--- src/rtl/nwd_arbiter_if.sv ---
// Requester-side and core-side signals of the nwd_arbiter bundled together.
// slave is the arbiter's view; master is the requesters' and the core's view.
interface nwd_arbiter_if #(
  parameter int N = 4,
  parameter int W = 8
);
  localparam int IDW = $clog2(N);

  logic [N-1:0]   req;
  logic [N*W-1:0] opa;
  logic [N*W-1:0] opb;
  logic [N-1:0]   done;
  logic [W-1:0]   res;
  logic [IDW-1:0] res_id;
  logic           busy;
  logic           core_start;
  logic [W-1:0]   core_ina;
  logic [W-1:0]   core_inb;
  logic           core_ready;
  logic [W-1:0]   core_out;

  modport slave (
    input  req, opa, opb, core_ready, core_out,
    output done, res, res_id, busy, core_start, core_ina, core_inb
  );

  modport master (
    output req, opa, opb, core_ready, core_out,
    input  done, res, res_id, busy, core_start, core_ina, core_inb
  );
endinterface

--- src/rtl/nwd_arbiter.sv ---
// Round-robin scheduler sharing one nwd GCD core among N requesters.
// Optional feature: NWD_ARB_ZERO_BYPASS_EN answers zero-operand requests without the core.
module nwd_arbiter #(
  parameter int N = 4,
  parameter int W = 8
) (
  input  logic           clk,
  input  logic           nrst,
  nwd_arbiter_if.slave   bus,
  output logic [1:0]     dbg_state
);
  localparam int IDW = $clog2(N);

  // Handshakes: a requester holds req high with stable operands until its
  // one-cycle done pulse; the core is started by a one-cycle core_start
  // and signals completion by raising core_ready.
  typedef enum logic [1:0] {
    IDLE   = 2'd0,
    LAUNCH = 2'd1,
    WAIT   = 2'd2,
    RESP   = 2'd3
  } state_t;

  state_t         state, state_n;
  logic [IDW-1:0] ptr, ptr_n;
  logic [IDW-1:0] grant_idx;
  logic           grant_found;
  logic [W-1:0]   opa_sel, opb_sel;
  logic [N-1:0]   done_n;
  logic [W-1:0]   res_n;
  logic [IDW-1:0] res_id_n;
  logic [W-1:0]   ina_n, inb_n;
  logic           start_n;
  logic [N-1:0]   owner_onehot;
  int             scan_j;

  // Scan upward from ptr, wrapping modulo N, for the first pending request.
  always_comb begin
    grant_found = 1'b0;
    grant_idx   = '0;
    scan_j      = 0;
    for (int k = 0; k < N; k++) begin
      scan_j = int'(ptr) + k;
      if (scan_j >= N) scan_j = scan_j - N;
      if (!grant_found && bus.req[scan_j]) begin
        grant_found = 1'b1;
        grant_idx   = IDW'(scan_j);
      end
    end
  end

  assign opa_sel      = bus.opa[grant_idx*W +: W];
  assign opb_sel      = bus.opb[grant_idx*W +: W];
  assign owner_onehot = {{(N-1){1'b0}}, 1'b1} << bus.res_id;

  always_comb begin
    state_n  = state;
    ptr_n    = ptr;
    done_n   = '0;
    res_n    = bus.res;
    res_id_n = bus.res_id;
    ina_n    = bus.core_ina;
    inb_n    = bus.core_inb;
    start_n  = 1'b0;
    case (state)
      IDLE: begin
        if (grant_found && bus.core_ready) begin
          res_id_n = grant_idx;
          ina_n    = opa_sel;
          inb_n    = opb_sel;
          ptr_n    = (grant_idx == IDW'(N-1)) ? '0 : grant_idx + 1'b1;
`ifdef NWD_ARB_ZERO_BYPASS_EN
          if (opa_sel == '0 || opb_sel == '0) begin
            res_n   = opa_sel | opb_sel;
            state_n = RESP;
          end else begin
            start_n = 1'b1;
            state_n = LAUNCH;
          end
`else
          start_n = 1'b1;
          state_n = LAUNCH;
`endif
        end
      end
      LAUNCH: state_n = WAIT;
      WAIT: begin
        if (bus.core_ready) begin
          res_n   = bus.core_out;
          done_n  = owner_onehot;
          state_n = RESP;
        end
      end
      RESP: begin
`ifdef NWD_ARB_ZERO_BYPASS_EN
        // A bypassed request enters RESP without done; raise it one cycle later.
        if (bus.done == '0) done_n = owner_onehot;
        else                state_n = IDLE;
`else
        state_n = IDLE;
`endif
      end
      default: state_n = IDLE;
    endcase
  end

  always_ff @(posedge clk or negedge nrst) begin
    if (!nrst) begin
      state          <= IDLE;
      ptr            <= '0;
      bus.done       <= '0;
      bus.res        <= '0;
      bus.res_id     <= '0;
      bus.core_start <= 1'b0;
      bus.core_ina   <= '0;
      bus.core_inb   <= '0;
    end else begin
      state          <= state_n;
      ptr            <= ptr_n;
      bus.done       <= done_n;
      bus.res        <= res_n;
      bus.res_id     <= res_id_n;
      bus.core_start <= start_n;
      bus.core_ina   <= ina_n;
      bus.core_inb   <= inb_n;
    end
  end

  assign bus.busy  = (state != IDLE);
  assign dbg_state = state;
endmodule

--- src/flat_wrapper.sv ---
// flat-port wrapper written by rule: the top's interface ports become plain ports
module nwd_arbiter_flat 
#(
  parameter int N = 4,
  parameter int W = 8
)
  (clk, nrst, dbg_state, bus_req, bus_opa, bus_opb, bus_core_ready, bus_core_out, bus_done, bus_res, bus_res_id, bus_busy, bus_core_start, bus_core_ina, bus_core_inb);
  nwd_arbiter_if #(.N(N), .W(W)) bus_i ();
  input  logic clk;
  input  logic nrst;
  output logic [1:0] dbg_state;
  input wire logic [$bits(bus_i.req)-1:0] bus_req;
  input wire logic [$bits(bus_i.opa)-1:0] bus_opa;
  input wire logic [$bits(bus_i.opb)-1:0] bus_opb;
  input wire logic [$bits(bus_i.core_ready)-1:0] bus_core_ready;
  input wire logic [$bits(bus_i.core_out)-1:0] bus_core_out;
  output wire logic [$bits(bus_i.done)-1:0] bus_done;
  output wire logic [$bits(bus_i.res)-1:0] bus_res;
  output wire logic [$bits(bus_i.res_id)-1:0] bus_res_id;
  output wire logic [$bits(bus_i.busy)-1:0] bus_busy;
  output wire logic [$bits(bus_i.core_start)-1:0] bus_core_start;
  output wire logic [$bits(bus_i.core_ina)-1:0] bus_core_ina;
  output wire logic [$bits(bus_i.core_inb)-1:0] bus_core_inb;
  assign bus_i.req = bus_req;
  assign bus_i.opa = bus_opa;
  assign bus_i.opb = bus_opb;
  assign bus_i.core_ready = bus_core_ready;
  assign bus_i.core_out = bus_core_out;
  assign bus_done = bus_i.done;
  assign bus_res = bus_i.res;
  assign bus_res_id = bus_i.res_id;
  assign bus_busy = bus_i.busy;
  assign bus_core_start = bus_i.core_start;
  assign bus_core_ina = bus_i.core_ina;
  assign bus_core_inb = bus_i.core_inb;
  nwd_arbiter #(.N(N), .W(W)) u_core (.clk(clk), .nrst(nrst), .bus(bus_i), .dbg_state(dbg_state));
endmodule
--- config.mk ---
export PLATFORM = sky130hd
export DESIGN_NAME = nwd_arbiter_flat
export DESIGN_NICKNAME = d
export VERILOG_FILES = /design/src/rtl/nwd_arbiter_if.sv /design/src/rtl/nwd_arbiter.sv /design/src/flat_wrapper.sv
export SDC_FILE = /design/constraint.sdc
export NUM_CORES = 1
export LEC_CHECK = 0
export BUFFER_PORTS_ARGS = -buffer_cell sky130_fd_sc_hd__buf_2
export CORE_MARGIN = 3
export CORE_UTILIZATION = 39
export CTS_CLUSTER_SIZE = 25
export DETAILED_ROUTE_END_ITERATION = 6
export PLACE_DENSITY = 0.8
export SKIP_CTS_REPAIR_TIMING = 1
export SYNTH_ARGS = -nofsm -noshare
export SYNTH_HDL_FRONTEND = slang
export SYNTH_SLANG_ARGS = --single-unit
--- constraint.sdc ---
create_clock -name clk -period 1.65 [get_ports clk]
set_clock_uncertainty 0.2 [all_clocks]
set_input_delay 0.165 -clock clk [delete_from_list [all_inputs] [get_ports clk]]
set_output_delay 0.165 -clock clk [all_outputs]
set_load 0.03 [all_outputs]
* Yosys cells after proc, flatten, opt, wreduce, memory -nomap -nowiden
Cells that the tools add are included.
W data, S select, Z words.
** Cells by class
- Mux-type cells :: 32
- Magnitude comparators :: 8
- Add/subtract/negate cells :: 8
- Equality and inequality tests :: 6
- Shift operators :: 3
- Reductions and logical operators :: 12
** Operator list (count)
- $lt A32 B4 Y1 const B :: 4
- $mux W32 :: 4
- $ge A32 B4 Y1 const B :: 3
- $sub A32 B4 Y32 const B :: 3
- $shiftx A32 B6 Y8 :: 2
- $mux W1 :: 14
- $mux W2 :: 7
- $bmux W1 S2 :: 4
- $mux W4 :: 2
- $pmux W2 S4 :: 1
- $add A2 B2 Y3 const B :: 2
- $eq A2 B2 Y1 const B :: 3
- $reduce_and A2 Y1 :: 3
- $logic_and A1 B1 Y1 :: 4
- $shl A1 B2 Y4 const A :: 1
- $sub A2 B3 Y4 const B :: 1
- $add A2 B1 Y3 const B :: 1
- $ge A2 B3 Y1 const B :: 1
- $logic_not A1 Y1 :: 3
- $add A2 B1 Y2 const B :: 1
- $eq A2 B1 Y1 const B :: 1
- $logic_not A2 Y1 :: 1
- $ne A2 B1 Y1 const B :: 1
- $ne A2 B2 Y1 const B :: 1
- $reduce_bool A2 Y1 :: 1
** Storage, ports and cells
- Bits in registers :: 35
- Output and inout bits :: 34
- Input bits :: 79
- Word-level logic and storage cells :: 77

* Logic depth before layout (Yosys ltp)
Gate-level depths: netlist (run 1).
- Depth after elaboration :: 18
- Depth in mapped cells :: 7
- Gate-level depth less buffers :: 6

* Least setup slack after synthesis (run 1)
OpenSTA, ideal clock, no wires.
- Path kind :: register -> register
- Start point :: register u_core.state[0], in the netlist u_core.dbg_state[0]
- End point :: register u_core.state[1], in the netlist u_core.dbg_state[1]
- Arrival :: 1668 ps
- Required time :: 1325 ps
- Cell stages (with the launch flop) :: 7
- Setup time :: 125 ps
- Slack :: -343 ps
- Path buffers :: 0
- Cells stage by stage :: dfrtp_1 inv_1 ha_1 inv_1 a21oi_1 a21oi_1 mux2_2
** Between the ends
- Cells in the longest elaborated chain, start to end :: 3
- Elaborated cells on any way between the ends :: 8
- Classes of those cells :: eq/ne: 5; mux: 1; reduce/logical: 2
** RTL lines
- from (decl) :: line nwd_arbiter.sv:24 : state_t state, state_n;
- from (signal assigned) :: line nwd_arbiter.sv:118 : state <= state_n;
- $eq A2 B2 Y1 or $logic_not A2 Y1 (tied branches) :: line nwd_arbiter.sv:65 : case (state)
- $ne A2 B2 Y1 (no line) or $ne A2 B1 Y1 (tied branches)
- $reduce_and A2 Y1 (no line)
Several ways; a longest one is shown, not always the timed one.
A chain may end at the register's enable or synchronous reset.

* Final worst setup path (run 1)
- Start point :: register u_core.ptr[0]
- End point :: register u_core.bus.core_inb[0]
** Between the ends
- Cells in the longest elaborated chain, start to end :: 17
- Elaborated cells on any way between the ends :: 44
- Classes of those cells :: add/sub: 7; order compare: 4; shift: 1; mux: 24; reduce/logical: 8
** RTL lines
- from (decl) :: line nwd_arbiter.sv:25 : logic [IDW-1:0] ptr, ptr_n;
- from (signal assigned) :: line nwd_arbiter.sv:119 : ptr <= ptr_n;
- branches (longest 17 deep; another with $sub A32 B4 Y32)
- to (signal assigned) :: line nwd_arbiter.sv:125 : bus.core_inb <= inb_n;
- to (decl) :: line nwd_arbiter_if.sv:24 : output done, res, res_id, busy, core_start, core_ina, core_inb
Parallel ways; which one is timed is not known. The select of a mux whose other input is x is not followed.

==> results of run 1 <==
cell usage after synthesis (2+ instances only):
master and number:
nor2_1 2, inv_1 6, mux2_2 9, o221ai_1 16, o21ai_1 2, clkbuf_1 3
mux2i_1 32, buf_8 3, dfrtp_1 35, nand2_1 21, nor2b_1 2, ha_1 3
a21oi_1 4, nor3b_1 2
cell usage in the layout, fill, tap and decap left out, types with 5 or more instances in the layout:
| cell | count |
|---|---|
| buf_2 | 112 |
| buf_4 | 17 |
| clkbuf_8 | 6 |
| dfrtp_1 | 32 |
| dlygate4sd3_1 | 9 |
| mux2_2 | 9 |
| mux2i_1 | 24 |
| mux2i_2 | 6 |
| nand2_1 | 20 |
| o221ai_1 | 11 |
| o221ai_2 | 5 |
routing by layer:
layer	wire [um]	global-route usage [%]	vias up
met3	286	4.09	8
met5	0	0	-
met1	2190	22.6	856
li1	-	-	870
met2	2980	31.0	69
met4	96	4.66	0
where the power goes:
group	internal, mW	switching (mW)	leakage [nW]
sequential	1.24	0.252	0.433
clock	0.489	0.307	0.0612
combinational	1.43	1.76	1.10
total	3.16	2.32	1.60
cell type report:
type,instances,area (sq um),share of cell area [%]
Multi-Input combinational cell,108,1040,33.7
Sequential cell,35,880,28.6
Inverter,6,25.0,0.815
Clock inverter,2,35.0,1.14
Clock buffer,6,82.6,2.69
Timing Repair Buffer,147,947,30.8
Tap cell,52,65.1,2.12
state kept, by name, indices dropped and copies added (netlist names):
register	cells
u_core.bus.done	4
u_core.bus.core_start	1
u_core.dbg_state	2
u_core.bus.core_ina	8
u_core.ptr	2
u_core.bus.res_id	2
u_core.bus.core_inb	8
u_core.bus.res	8
kinds of logic after synthesis:
logic type / Yosys count / share of synthesized area [%]
flip-flops: 35 / 46.3
buffers and inverters: 15 / 6.08
XOR/XNOR: 1 / 0.463
AND/OR/NAND/NOR: 33 / 8.66
multiplexers: 41 / 22.3
adder cells (fa/ha/maj): 3 / 1.98
AO/OA/AOI/OAI: 30 / 14.3
worst max-delay path by stage:
stage,endpoint,depth (start not counted)
after detailed placement,u_core.bus.core_ina[1],6
final,u_core.bus.core_inb[0],7
after global routing,u_core.bus.core_inb[0],7
after floorplan,u_core.bus.core_ina[6],7
after CTS,u_core.bus.core_inb[7],6
after global placement,u_core.bus.core_inb[2],7
metrics by stage:
step / hold WS (ns) / instances / utilization, % / area [sq um]
finish: -0.0145 / 356 / 68.2 / 3070
global route: 0.00337 / 356 / 68.2 / 3070
CTS: -0.282 / 341 / 61.3 / 2760
detailed placement: 0.0315 / 333 / 58.6 / 2640
global placement: 0.0255 / 333 / 58.6 / 2640
floorplan: -0.331 / 158 / - / 1960
worst reg2reg max path, stage by stage (launching register included):
cell and delay (ns):
dfrtp_1 0.41, inv_2 0.11, a21boi_4 0.07, o221ai_4 0.18
buf_12 0.18, clkbuf_16 0.16, mux2i_4 0.23, o221ai_2 0.12
==> out/qor.yml, run 1 <==
status: "finished with violations"
violations: "hold timing, setup timing"
antenna_found_initial: 0
ys_types: 32
fmax_mhz: 558
area_growth_pct: 62.2
worstPathRequired_ns: 1.60
clk_latency_ns: 0.28
finalCritPeriodShare_pct: 109
grt_max_degree: 36
syn_area_sq_um: 1890
timing.rr.start: "u_core.ptr[0]"
path_cells: "inv_2, a21boi_4, o221ai_4, buf_12, clkbuf_16, mux2i_4, o221ai_2"
setup_ws_ns: -0.142
syn_inst: 158
synth-edff-count: 0
critPathBufInv: 3
grt.overflow.total: 0
hold_viol_final: 2
drc: 0
synth-async-reset-ratio_pct: 100
setup_violations: 17
slowest_delay_ns: 0.41
hold_start: "bus_opa[26]"
slew_violations: 0
hpwl_mm: 3.90
netlist.top_cell.by_area: "dfrtp_1"
clkSinkCount: 35
tightest_slew_ns: 0.438
seq_area_frac_synth_pct: 46.3
setup_tns_ns: -1.61
first_iter_violations: 43
num-nets-final: 385
total_power_mw: 5.47
routed-via-count: 1803
core_area_sq_um: 4500
ant_nets: 0
yosysTopAreaCellShare_pct: 46.3
viasPerCell: 5.06
cts_max_level: 2
maxCapViolations: 0
core.rowCount: 24
grt_pass1_vias: 1668
syn-num-nets: 240
cts_tree: "done"
leakagePower_nw: 1.60
whs_ns: -0.0145
crit_start: "u_core.ptr[0]"
cts_inserted_buffers: 5
hold-path-cell-count: 3
crit_path_top_delay_cell: "dfrtp_1"
synth-seq-cells: 35
min_to: "u_core.bus.core_ina[2]"
fillers: 329
drive_above_1_share_pct: 62.2
die_h_um: 75.7
hold_path_class: "in2reg"
critPathKind: "reg2reg"
grt_pass1_wl_mm: 7.69
period_minus_slack_ns: 1.79
r2r-end: "u_core.bus.core_inb[0]"
start_util_pct: 42.0
synth_area_per_cell_sq_um: 12.0
port_buffers: 112
ys_warn_count: 0
cp.arrival_ns: 1.75
track_usage_pct: 17.9
wire_per_inst_um: 15.6
max-vdd-ir-drop_mv: 0.916
reg2reg_setup_slack_ns: -0.14
worst_setup_path_end_kind: "flop"
max_slew_margin_pct: 70.8
clk_pin_slew_ns: 0.08
first_pass_iters: 4
critPathTopFamily: "buffers and inverters"
cts_buffer_depth: 2
synth_top_flop_cell: "dfrtp_1"
p_per_area_nw_per_um2: 1780
root_buffer: "clkbuf_8"
fp.dieW_um: 75.7
reg2regPathDepth: 7
critPathMaxFanout: 7
ios: 113
gp_congestion: 0.829
synth_area_leaders: "dfrtp_1 46%, mux2i_1 17%, o221ai_1 7.4%"
place_worst_setup_slack_ns: -0.120
rsz0062_at_grt: "yes"
wirelength_mm: 5.55
antenna_cells: 0
startpoint_type: "flop"
die_area_sq_um: 5730
(Power assumes the default switching activity.)
==> run 2, diff against run 1 <==
==> constraint.sdc (replaced) <==
create_clock -name clk -period 1.65 [get_ports clk]
set_clock_uncertainty 0.2 [all_clocks]
set_input_delay 0.33 -clock clk [delete_from_list [all_inputs] [get_ports clk]]
set_output_delay 0.33 -clock clk [all_outputs]
set_load 0.03 [all_outputs]
==> run 2 against run 1 <==
- count of clock-buffer cells in the layout decreased by 1
- non-clock buffer count is 11 lower
- sequential power is essentially flat
- clock power shrank 26%
- global-route usage down 0.11 points
- via count is 2.4% lower
- maximum frequency is 1.8% higher
- the run ends with setup timing left
- final cell count shrank 3.1%
- first-iteration DRC count shrank 4.7%
- register-to-register slack better by 0.03 ns
- total power down 6.9%
- utilization decreased by 4.2 points
- critical endpoint is now u_core.bus.core_ina[2]
==> out/qor.yml, run 2 (same netlist as run 1, synthesis figures left out) <==
status: "finished with violations"  # unchanged
tightest_slew_ns: 0.396  # was 0.438 ns
track_usage_pct: 17.8  # was 17.9%
hold_viol_final: 0  # was 2
met1_usage_pct: 20.7  # was 22.6%
max-vdd-ir-drop_mv: 1.12  # was 0.916 mV
drive_above_1_share_pct: 61.4  # was 62.2%
grt_pass1_vias: 1704  # was 1668
fmax_mhz: 568  # was 558 MHz
wire_per_inst_um: 15.3  # was 15.6 um
cts_inserted_buffers: 5  # unchanged
p_per_area_nw_per_um2: 1770  # was 1780 nW/um^2
clkSinkCount: 35  # unchanged
worst_setup_path_end_kind: "flop"  # unchanged
cts_tree: "done"  # unchanged
antenna_found_initial: 0  # unchanged
grt_pass1_wl_mm: 7.71  # was 7.69 mm
layout_commonest_cell: "buf_2"  # unchanged
area_growth_pct: 52.2  # was 62.2%
fillers: 349  # was 329
port_buffers: 112  # unchanged
setup_ws_ns: -0.110  # was -0.142 ns
setup_violations: 17  # unchanged
top_regs: "u_core.bus.core_ina (8), u_core.bus.core_inb (8), u_core.bus.res (8)"  # unchanged
whs_ns: 0.0767  # was -0.0145 ns
first_iter_violations: 41  # was 43
critPathKind: "reg2reg"  # unchanged
clk_pin_slew_ns: 0.07  # was 0.08 ns
wirelength_mm: 5.28  # was 5.55 mm
die_area_sq_um: 5730  # unchanged
hold_path_class: "in2reg"  # unchanged
grt.met3_usage_pct: 3.96  # was 4.09%
startpoint_type: "flop"  # unchanged
critPathMaxFanout: 7  # unchanged
grt.busiest_layer: "met2"  # unchanged
drc: 0  # unchanged
max_slew_margin_pct: 73.6  # was 70.8%
utilization_pct: 64.0  # was 68.2%
routed-via-count: 1760  # was 1803
worstPathRequired_ns: 1.60  # about the same
fp.dieW_um: 75.7  # unchanged
cts_max_level: 2  # unchanged
first_pass_iters: 4  # unchanged
root_buffer: "clkbuf_8"  # unchanged
grt_max_degree: 22  # was 36
leakagePower_nw: 1.53  # was 1.60 nW
instances_no_fill: 345  # was 356
rsz0062_at_grt: "yes"  # unchanged
core_area_sq_um: 4500  # unchanged
finalCritPeriodShare_pct: 107  # was 109%
clk_latency_ns: 0.28  # about the same
die_h_um: 75.7  # unchanged
antenna_cells: 0  # unchanged
start_util_pct: 42.0  # unchanged
postLayoutCellArea_sq_um: 2880  # was 3070 sq um
violations: "setup timing"  # was hold timing, setup timing
ios: 113  # unchanged
cp.arrival_ns: 1.71  # was 1.75 ns
ant_nets: 0  # unchanged
placed_cells: 331  # was 333
hpwl_mm: 3.96  # was 3.90 mm
period_minus_slack_ns: 1.76  # was 1.79 ns
num-nets-final: 374  # was 385
placed_area_sq_um: 2630  # was 2640 sq um
core.rowCount: 24  # unchanged
cts_buffer_depth: 2  # unchanged
grt.overflow.total: 0  # unchanged
grt_use_met2_pct: 32.2  # was 31.0%
layout_common_cells: "111 x buf_2, 33 x dfrtp_1, 27 x mux2i_1, 20 x nand2_1, 17 x buf_4"  # was 112 x buf_2, 32 x dfrtp_1, 24 x mux2i_1, 20 x nand2_1, 17 x buf_4
slew_violations: 0  # unchanged
viasPerCell: 5.10  # was 5.06
maxCapViolations: 0  # unchanged
gp_congestion: 0.771  # was 0.829
run 2: changes by cell type in the layout (fill, tap and decap cells not counted), sizes merged:
cell,before,now
buf,135,132
bufinv,1,0
clkbuf,9,8
clkinv,1,3
dlygate4sd3,9,1
run 2: final timing paths:
kind | from | to | slack, ns | cells after the start
setup / recovery | u_core.ptr[0] | u_core.bus.core_ina[2] | -0.11 | 7
hold / removal | bus_core_out[6] | u_core.bus.res[6] | 0.08 | 2
setup reg to reg | u_core.ptr[0] | u_core.bus.core_ina[2] | -0.11 | 7
hold reg to reg | u_core.bus.core_ina[1] | u_core.bus.core_ina[1] | 0.29 | 2
max in group asynchronous | nrst | u_core.bus.core_ina[3] | 0.41 | 3
min in group asynchronous | nrst | u_core.bus.res[1] | 0.33 | 2
run 2: stage by stage:
step	total power, mW	worst slack (ns)	TNS (ns)
final	5.09	-0.110	-1.36
after global routing	5.42	-0.213	-3.03
after CTS	4.84	-0.107	-1.38
after detailed placement	4.24	-0.240	-3.75
after global placement	4.15	-0.195	-3.08
after floorplan	3.42	-0.0755	-0.921
run 2: layout make-up:
| class | instances | area, sq um | area share, % |
|---|---|---|---|
| flip-flops and latches | 35 | 878 | 30.5 |
| inverters | 6 | 25.0 | 0.868 |
| multi-input cells | 108 | 998 | 34.7 |
| well taps | 52 | 65.1 | 2.26 |
| repair buffers | 136 | 831 | 28.8 |
| clock inverters | 3 | 15.0 | 0.521 |
| clock buffers | 5 | 68.8 | 2.39 |
run 2: per-layer routing:
| layer | share of wire [%] | vias up |
|---|---|---|
| li1 | - | 851 |
| met1 | 40 | 827 |
| met2 | 53 | 75 |
| met3 | 5.9 | 7 |
| met4 | 1.3 | 0 |
| met5 | 0 | - |
run 2: power by group:
group          switching [mW]  internal (mW)
logic                    1.71           1.32
clock network           0.298          0.288
registers               0.232           1.24
total                    2.24           2.85
run 2: critical path, cell delays in order, from the launching register on:
cell,delay [ns]
dfrtp_1,0.41
nor2b_2,0.18
o21ai_2,0.09
o221ai_4,0.08
buf_6,0.17
clkbuf_16,0.17
mux2i_1,0.20
o221ai_1,0.14
